### config.mk
export PLATFORM = sky130hd
export DESIGN_NAME = counter_mod_flat
export DESIGN_NICKNAME = d
export VERILOG_FILES = /design/src/rtl/counter_pkg.sv /design/src/rtl/counter_mod_if.sv /design/src/rtl/counter_boundary.sv /design/src/rtl/counter_mod.sv /design/src/flat_wrapper.sv
export SDC_FILE = /design/constraint.sdc
export NUM_CORES = 1
export LEC_CHECK = 0
export ABC_CLOCK_PERIOD_IN_PS = 3700
export CAP_MARGIN = 15
export CORE_MARGIN = 4
export CORE_UTILIZATION = 56
export CTS_CLUSTER_SIZE = 8
export DETAILED_ROUTE_END_ITERATION = 8
export PLACE_DENSITY = 0.89
export SETUP_SLACK_MARGIN = 0.5
export SLEW_MARGIN = 20
export SYNTH_ARGS = -nofsm -noshare
export SYNTH_HDL_FRONTEND = slang
export SYNTH_SLANG_ARGS = --single-unit
export TNS_END_PERCENT = 1
### constraint.sdc
create_clock -name clk -period 3.7 [get_ports clk]
set_input_delay 0.555 -clock clk [delete_from_list [all_inputs] [get_ports clk]]
set_output_delay 0.555 -clock clk [all_outputs]
set_load 0.1 [all_outputs]
### src/rtl/counter_pkg.sv
// Shared types for the general-purpose modulo counter family.
// Action and end-behaviour encodings are fixed two-bit codes so that
// parent blocks can drive them from plain register fields.
package counter_pkg;

   // What the counter does on the next rising edge.
   typedef enum bit [1:0] {
      HOLD       = 2'd0,
      COUNT_UP   = 2'd1,
      COUNT_DOWN = 2'd2,
      LOAD       = 2'd3
   } COUNTER_ACTION;

   // What the counter does when a count action hits a range boundary.
   // RESERVED is decoded exactly like WRAP.
   typedef enum bit [1:0] {
      WRAP     = 2'd0,
      SATURATE = 2'd1,
      ONESHOT  = 2'd2,
      RESERVED = 2'd3
   } COUNTER_END;

   // RUN counts normally; DONE is the parked state after a ONESHOT boundary.
   typedef enum logic [0:0] {
      RUN  = 1'b0,
      DONE = 1'b1
   } COUNTER_STATE;

   // Smallest legal counter width.
   localparam int min_word_width = 2;

endpackage

### src/rtl/counter_mod_if.sv
// Bus bundle between a counter and the block that controls it.
//
// There is no valid/ready handshake on this bus: control inputs are sampled
// on every rising edge, and cascade_in acts as a qualifier for count actions
// only. cascade_out of one stage is wired to cascade_in of the next so that a
// chain advances on a single edge.
interface counter_mod_if #(
   parameter int word_width = 8
) ();
   import counter_pkg::*;

   COUNTER_ACTION           action;
   COUNTER_END              end_mode;
   logic                    cascade_in;
   logic [word_width-1:0]   limit;
   logic [word_width-1:0]   D_IN;
   logic [word_width-1:0]   D_OUT;
   logic                    terminal;
   logic                    cascade_out;
   logic                    wrapped;
   logic                    done;
   COUNTER_STATE            state;     // observation of the internal state machine

   // Controller side: drives the command, observes the count.
   modport master (
      output action, end_mode, cascade_in, limit, D_IN,
      input  D_OUT, terminal, cascade_out, wrapped, done, state
   );

   // Counter side.
   modport slave (
      input  action, end_mode, cascade_in, limit, D_IN,
      output D_OUT, terminal, cascade_out, wrapped, done, state
   );

endinterface

### src/rtl/counter_boundary.sv
// Combinational decode for the counter: boundary detection, next count
// value and the events that the top-level registers and state machine need.
module counter_boundary
   import counter_pkg::*;
#(
   parameter int word_width = 8
) (
   input  logic [word_width-1:0] count,
   input  logic [word_width-1:0] limit,
   input  logic [word_width-1:0] d_in,
   input  COUNTER_ACTION         action,
   input  COUNTER_END            end_mode,
   input  logic                  cascade_in,
   input  logic                  in_run,
   output logic [word_width-1:0] next_value,
   output logic                  terminal,
   output logic                  wrap_event,
   output logic                  oneshot_hit
);

   localparam logic [word_width-1:0] zero = '0;
   localparam logic [word_width-1:0] one  = word_width'(1);

   logic up_bound;
   logic down_bound;
   logic count_ok;
   logic [word_width-1:0] load_value;

   // A count above a lowered limit still counts as the up boundary.
   assign up_bound   = (count >= limit);
   assign down_bound = (count == zero);
   // Count actions need the cascade qualifier and the RUN state.
   assign count_ok   = cascade_in & in_run;
   // Loads are clamped into [0, limit].
   assign load_value = (d_in > limit) ? limit : d_in;

   // Boundary flag seen by the next stage in the same cycle.
   assign terminal = count_ok &
                     (((action == COUNT_UP)   & up_bound) |
                      ((action == COUNT_DOWN) & down_bound));

   // Next value and boundary events for the action presented this cycle.
   always_comb begin
      next_value  = count;
      wrap_event  = 1'b0;
      oneshot_hit = 1'b0;
      case (action)
         COUNT_UP: begin
            if (count_ok) begin
               if (!up_bound) begin
                  next_value = count + one;
               end else begin
                  case (end_mode)
                     SATURATE: next_value = limit;
                     ONESHOT: begin
                        next_value  = limit;
                        oneshot_hit = 1'b1;
                     end
                     default: begin
                        next_value = zero;
                        wrap_event = 1'b1;
                     end
                  endcase
               end
            end
         end
         COUNT_DOWN: begin
            if (count_ok) begin
               if (!down_bound) begin
                  next_value = count - one;
               end else begin
                  case (end_mode)
                     SATURATE: next_value = zero;
                     ONESHOT: begin
                        next_value  = zero;
                        oneshot_hit = 1'b1;
                     end
                     default: begin
                        next_value = limit;
                        wrap_event = 1'b1;
                     end
                  endcase
               end
            end
         end
         LOAD:    next_value = load_value;
         default: next_value = count;
      endcase
   end

endmodule

### src/rtl/counter_mod.sv
// Modulo up/down counter with bounded range [0, limit], clamped load,
// WRAP/SATURATE/ONESHOT end behaviour and same-edge cascade chaining.
// Holds the count/flag registers and the RUN/DONE state machine; the
// arithmetic lives in counter_boundary.
module counter_mod
   import counter_pkg::*;
#(
   parameter int word_width  = 8,  // at least min_word_width
   parameter int reset_value = 0   // must fit in word_width bits
) (
   input  logic          clk,
   input  logic          reset,    // asynchronous, active low
   counter_mod_if.slave  bus
);

   COUNTER_STATE          state_q;
   COUNTER_STATE          state_d;
   logic [word_width-1:0] next_value;
   logic                  terminal;
   logic                  wrap_event;
   logic                  oneshot_hit;

   counter_boundary #(
      .word_width (word_width)
   ) u_boundary (
      .count       (bus.D_OUT),
      .limit       (bus.limit),
      .d_in        (bus.D_IN),
      .action      (bus.action),
      .end_mode    (bus.end_mode),
      .cascade_in  (bus.cascade_in),
      .in_run      (state_q == RUN),
      .next_value  (next_value),
      .terminal    (terminal),
      .wrap_event  (wrap_event),
      .oneshot_hit (oneshot_hit)
   );

   assign bus.terminal    = terminal;
   assign bus.cascade_out = terminal & bus.cascade_in;
   assign bus.state       = state_q;

   // State register.
   always_ff @(posedge clk or negedge reset) begin
      if (!reset) begin
         state_q <= RUN;
      end else begin
         state_q <= state_d;
      end
   end

   // Next state: LOAD is the only way out of DONE; a ONESHOT boundary enters it.
   always_comb begin
      state_d = state_q;
      if (bus.action == LOAD) begin
         state_d = RUN;
      end else if (oneshot_hit) begin
         state_d = DONE;
      end
   end

   // Count and flag registers; wrapped is a one-cycle pulse per wrap,
   // done mirrors the state the machine is moving into.
   always_ff @(posedge clk or negedge reset) begin
      if (!reset) begin
         bus.D_OUT   <= word_width'(reset_value);
         bus.wrapped <= 1'b0;
         bus.done    <= 1'b0;
      end else begin
         bus.D_OUT   <= next_value;
         bus.wrapped <= wrap_event;
         bus.done    <= (state_d == DONE);
      end
   end

endmodule

### src/flat_wrapper.sv
// flat-port wrapper written by rule: the top's interface ports become plain ports
module counter_mod_flat import counter_pkg::*;
#(
   parameter int word_width  = 8,                            
   parameter int reset_value = 0                                 
)
  (clk, reset, bus_action, bus_end_mode, bus_cascade_in, bus_limit, bus_D_IN, bus_D_OUT, bus_terminal, bus_cascade_out, bus_wrapped, bus_done, bus_state);
  counter_mod_if #(.word_width(word_width)) bus_i ();
  input  logic clk;
  input  logic reset;
  input wire logic [$bits(bus_i.action)-1:0] bus_action;
  input wire logic [$bits(bus_i.end_mode)-1:0] bus_end_mode;
  input wire logic [$bits(bus_i.cascade_in)-1:0] bus_cascade_in;
  input wire logic [$bits(bus_i.limit)-1:0] bus_limit;
  input wire logic [$bits(bus_i.D_IN)-1:0] bus_D_IN;
  output wire logic [$bits(bus_i.D_OUT)-1:0] bus_D_OUT;
  output wire logic [$bits(bus_i.terminal)-1:0] bus_terminal;
  output wire logic [$bits(bus_i.cascade_out)-1:0] bus_cascade_out;
  output wire logic [$bits(bus_i.wrapped)-1:0] bus_wrapped;
  output wire logic [$bits(bus_i.done)-1:0] bus_done;
  output wire logic [$bits(bus_i.state)-1:0] bus_state;
  assign bus_i.action = bus_action;
  assign bus_i.end_mode = bus_end_mode;
  assign bus_i.cascade_in = bus_cascade_in;
  assign bus_i.limit = bus_limit;
  assign bus_i.D_IN = bus_D_IN;
  assign bus_D_OUT = bus_i.D_OUT;
  assign bus_terminal = bus_i.terminal;
  assign bus_cascade_out = bus_i.cascade_out;
  assign bus_wrapped = bus_i.wrapped;
  assign bus_done = bus_i.done;
  assign bus_state = bus_i.state;
  counter_mod #(.word_width(word_width), .reset_value(reset_value)) u_core (.clk(clk), .reset(reset), .bus(bus_i));
endmodule
Word-level counts from Yosys, hierarchy flattened
Index checks and enable logic that the tools add are counted.
{ "word_totals": {"regBits": 10, "in_bits": 23, "output_inout_bits": 13} }
{ "op_classes": {"n_reduce_logical": 5, "bitwise_logic": 7, "muxes": 22, "eq_ne": 7, "magnitude_cmp": 2, "addsub": 2} }
{ "ops": {"columns": ["operator", "count"], "rows": [
  ["2-to-1 mux 8 bit", 7],
  ["one-hot mux 8 bit (3 select lines)", 1],
  ["2-to-1 mux 1 bit", 12],
  ["adder 8 x 1 -> 8 bit, second input constant", 1],
  [">= comparator 8 bit", 1],
  ["greater-than comparator 8 bit", 1],
  ["zero test 8 bit", 1],
  ["subtractor 8 x 1 -> 8 bit, second input constant", 1],
  ["== test 2 bit, second input constant", 3],
  ["AND 1 bit", 5],
  ["== test 2 x 1 -> 1 bit, second input constant", 2],
  ["!= test 2 bit, second input constant", 2],
  ["one-hot mux 1 bit (2 select lines)", 2],
  ["AND reduction 3 bit", 1],
  ["nonzero test 3 bit", 1],
  ["nonzero test 2 bit", 1],
  ["OR reduction 2 bit", 1],
  ["NOT 1 bit", 1],
  ["bitwise OR 1 bit", 1]
]} }

Depth between registers and ports, before layout
{ "logic_depth": {"ltp_word": 7, "mapped_depth": 10} }

Modules after synthesis
A second synthesis with hierarchy kept.
{ "unflattened": {"hier_cells": 207, "hier_area_um2": 1656.6} }
{ "by_module_without_submodules": {"columns": ["mod", "area_per_inst_um2", "cells_each", "seq_area_each_um2", "instances"], "rows": [
  ["counter_boundary", 1373.8, 193, 0.0, 1],
  ["counter_mod", 282.8, 14, 250.2, 1]
]} }

Worst setup path after synthesis
No wires, ideal clock.
{ "synth_timing": {"path_kind": "flip-flop to output port", "startpoint": "register u_core.bus.D_OUT[0]", "endpoint": "output bus_cascade_out", "arrival_time_ns": 3.735, "path_stages_with_launch": 9, "path_buffers": 1, "t_required_ns": 3.145, "setup_slack_ns": -0.590, "cell_sequence": "dfrtp_1 > inv_1 > ha_1 > nor2b_1 > o21ai_1 > a21oi_4 > buf_4 > nand2b_1 > a21oi_1"} }
{ "synth_via": {"elab_chain_cells": 5, "elab_cells_between_ends": 7, "cone_classes": "order compare: 1; bitwise: 5; reduce/logical: 1"} }
{ "synth_rtl": {"columns": ["item", "line", "source"], "rows": [
  ["start, declared", "counter_mod_if.sv:33", "output D_OUT, terminal, cascade_out, wrapped, done, state"],
  ["start signal, assigned", "counter_mod.sv:66", "bus.D_OUT <= word_width'(reset_value);"],
  ["start signal, assigned", "counter_mod.sv:70", "bus.D_OUT <= next_value;"],
  [">= comparator 8 bit / zero test 8 bit (equally long branches)", "counter_boundary.sv:30, counter_boundary.sv:31", null],
  ["AND 1 bit (on tied branches)", "counter_boundary.sv:39, counter_boundary.sv:40", null],
  ["bitwise OR 1 bit (*)", "counter_boundary.sv:39", "(((action == COUNT_UP) & up_bound) |"],
  ["AND 1 bit (*)", "counter_boundary.sv:38", "assign terminal = count_ok &"],
  ["AND 1 bit (*)", "counter_mod.sv:40", "assign bus.cascade_out = terminal & bus.cascade_in;"],
  ["end, declared", "flat_wrapper.sv:18", "output wire logic [$bits(bus_i.cascade_out)-1:0] bus_cascade_out;"]
]} }
Mark *: on every way between the ends. The rest lies on a longest branch, timed or not.

Worst setup path in the final report
{ "layout_timing": {"startpoint": "input bus_limit[2]", "endpoint": "output bus_terminal"} }
{ "layout_via": {"elab_chain_cells": 4} }
{ "layout_rtl": {"columns": ["item", "line", "source"], "rows": [
  ["start, declared", "flat_wrapper.sv:14", "input wire logic [$bits(bus_i.limit)-1:0] bus_limit;"],
  [">= comparator 8 bit", "counter_boundary.sv:30", "assign up_bound = (count >= limit);"],
  ["AND 1 bit", "counter_boundary.sv:39", null],
  ["bitwise OR 1 bit", "counter_boundary.sv:39", null],
  ["AND 1 bit", "counter_boundary.sv:38", null],
  ["end, declared", "flat_wrapper.sv:17", "output wire logic [$bits(bus_i.terminal)-1:0] bus_terminal;"]
]} }
No other way between the ends.

==> qor.yml <==
route:
  drtPass1Iterations: 4
  wl_per_cell_um: 16.5
  ant_nets: 0
  drt_iter0_drc: 148
  drc: 0
  via_per_inst: 6.38
  totalWireLength_um: 4510
  dr_total_vias: 1742
worst_setup_path:
  r2r_end: "u_core.bus.D_OUT[1]$_DFFE_PN0P_"
  crit_path_start_kind: "input port"
  critPathArrivalTime_ns: 2.54
  cp.buffers_inverters: 3
  crit_slowest_cell: "clkdlybuf4s50_1"
  cp_top_family: "buffers and inverters"
  worstSetupPathType: "input port to output pin"
  critical-path-max-stage-delay_ns: 0.51
  cpMostUsedCell: "a21oi_4"
  cp.required_ns: 3.14
  rrSetupSlack_ns: 1.22
  critPathCaptureType: "output pin"
  path_max_fanout: 3
  worst-r2r-cell-count: 8
  crit_chain: "clkdlybuf4s50_1 > inv_1 > ha_1 > a211oi_1 > o21ai_1 > a21oi_4 > nand2b_1 > a21oi_4 > buf_12"
  critPathLaunch: "bus_limit[2]"
  r2r_start: "u_core.bus.D_OUT[2]$_DFFE_PN0P_"
placement:
  dp_slack_ns: 0.578
  hpwl_um: 3260
  port-buffer-count: 35
  gp_congestion: 0.854
sta:
  period_share_pct: 83.6
  max_slew_margin_pct: 35.0
  finClkSkew_ns: 0.0240
  max_freq_mhz: 323
  fin_crit_ns: 3.09
  timing.hold.ws_ns: 0.543
  tightest_slew_ns: 0.972
  slew_viol_final: 0
  tns_ns: 0
  grt_setup_unrepaired: "false"
  hold_viol: 0
  setup_viol: 0
  timing.final.ws_setup_ns: 0.606
synthesis:
  yosysTopAreaCellShare_pct: 18.0
  seq_area_frac_synth_pct: 15.0
  netlist_instances: 214
  async_reset_ff_share_pct: 100
  synth_fp_nets: 261
  yosysTopAreaCell: "ha_1"
  yosysUniqueCellTypes: 53
  synth.avg_cell_area_um2: 7.79
  synth_flop_cell: "dfrtp_1"
  synth_edf_count: 0
  synth_warnings: 0
  synth_area_leaders: "ha_1, dfrtp_1, mux2i_1"
  synth_seq_cells: 10
  netlist_area_um2: 1670
cts:
  cts_buffers: 3
  ctsHoldBuffers: 0
  cts_tree: "built"
  cts.htree.levels: 1
  cts_sinks: 10
  cts-root-buf: "clkbuf_4"
  cts_buffer_depth: 2
  clk_latency_ns: 0.28
  clk_pin_slew_ns: 0.06
  post_cts_buffers: 0
global_routing:
  grt_pass1_wl_um: 7340
  busiest_layer: "met2"
  antenna_found_initial: 0
  grt.total_usage_pct: 22.8
  grt_use_met2_pct: 37.4
  grt_pass1_vias: 1611
  grt_overflow: 0
  use_met1_pct: 28.4
  grt_max_degree: 19
  grt_util_met3_pct: 6.47
power:
  p_per_area_nw_per_um2: 649
  vdd.ir_drop.worst_v: 0.000421
  p_leak_nw: 0.853
  p_total_w: 0.00134
floorplan:
  dieArea_um2: 3910
  die_y_um: 62.6
  core_area_um2: 2810
  io_pins: 36
  initial_core_util_pct: 59.4
  fp-row-count: 19
  die_w_um: 62.6
finish:
  syn2layout_area_growth_pct: 24.2
  most-common-layout-cells: "clkdlybuf4s50_1, ha_1, nand2_1"
  drive_above_1_share_pct: 10.7
  layout_commonest_cell: "clkdlybuf4s50_1"
  nNetsFinal: 290
  diodes: 0
min_path:
  min_path_type: "flop to flop"
  holdPathEnd: "u_core.bus.done$_DFFE_PN0P_"
  holdCritStartpoint: "u_core.bus.done$_DFFE_PN0P_"
  holdPathStages: 2
job:
  max_cap_viol_count: 0
run_status:
  run_status: "finished, final reports clean"
==> worst max path at each step <==
stage / to / slack (ns) / cells past startpoint
CTS: bus_terminal / 0.57 / 9
global route: bus_terminal / 0.54 / 9
global placement: bus_cascade_out / 0.62 / 9
floorplan: bus_cascade_out / 0.50 / 7
finish: bus_terminal / 0.61 / 9
detailed placement: bus_terminal / 0.58 / 9
==> stage by stage <==
| step | area (µm²) | util, % | instances |
|---|---|---|---|
| floorplan | 1700 | - | 214 |
| global placement | 2040 | 72.7 | 269 |
| detailed placement | 2040 | 72.7 | 269 |
| CTS | 2060 | 73.6 | 273 |
| global route | 2070 | 73.8 | 273 |
| finish | 2070 | 73.8 | 273 |
==> final cells by class <==
cell class	instances	area (µm²)
repair buffers	37	385
flip-flops and latches	10	256
clock buffers	4	26.3
inverters	15	56.3
multi-input cells	176	1310
fillers	242	734
well taps	31	38.8
==> cell families after synthesis <==
kind of cell    after synthesis  share of synthesized area, %
fa+ha+maj                    24                          18.0
compound gates               54                          22.1
buf+inv                      28                          8.26
simple gates                 80                          26.2
mux                          10                          6.16
xor+xnor                      8                          4.20
flops                        10                          15.0
==> cells in the mapped netlist, types with 2 or more instances <==
cell type and instances:
a221oi_1 2, mux2_2 2, mux2i_1 8, xnor2_1 6
o211ai_1 4, a31oi_1 2, nand4_1 2, nand3b_1 2
ha_1 24, xor2_1 2, and3_1 6, or3_1 2
nor4b_1 2, inv_1 15, nand2b_1 5, nand2_1 18
o21ai_0 12, buf_6 3, a21oi_2 2, dfrtp_1 10
nor2b_1 3, buf_2 2, nor2_1 14, o32a_1 2
o21ai_1 4, nor3_1 4, and4_1 2, clkbuf_1 6
buf_4 2, a21oi_1 10, a211oi_1 3, nand3_1 12
==> worst min-delay path, cell delays in order, from the launching register on <==
cell and delay [ns]:
dfrtp_1 0.37, a41oi_1 0.05, nor2_1 0.08
==> power breakdown <==
group / switching (W) / internal, W
sequential: 0.000116 / 0.000155
combinational: 0.000646 / 0.000341
clock: 0.0000436 / 0.0000417
==> flip-flops by register name, summed over array words and instances, names as in the netlist <==
register / cells
u_core.bus.wrapped: 1
u_core.bus.D_OUT: 8
u_core.bus.done: 1
==> timing repair <==
item | in CTS | in global routing
gates resized for setup | 0 | 3
hold endpoints to repair | 0 | 0
endpoints found under the setup margin | 0 | 2
==> metal layers <==
layer | vias to the layer above | part of all wire (%)
met1 | 801 | 42
li1 | 842 | -
met3 | 10 | 8.8
met5 | - | 0
met4 | 0 | 1.5
met2 | 89 | 47
Power figures use the tool's default switching activity.
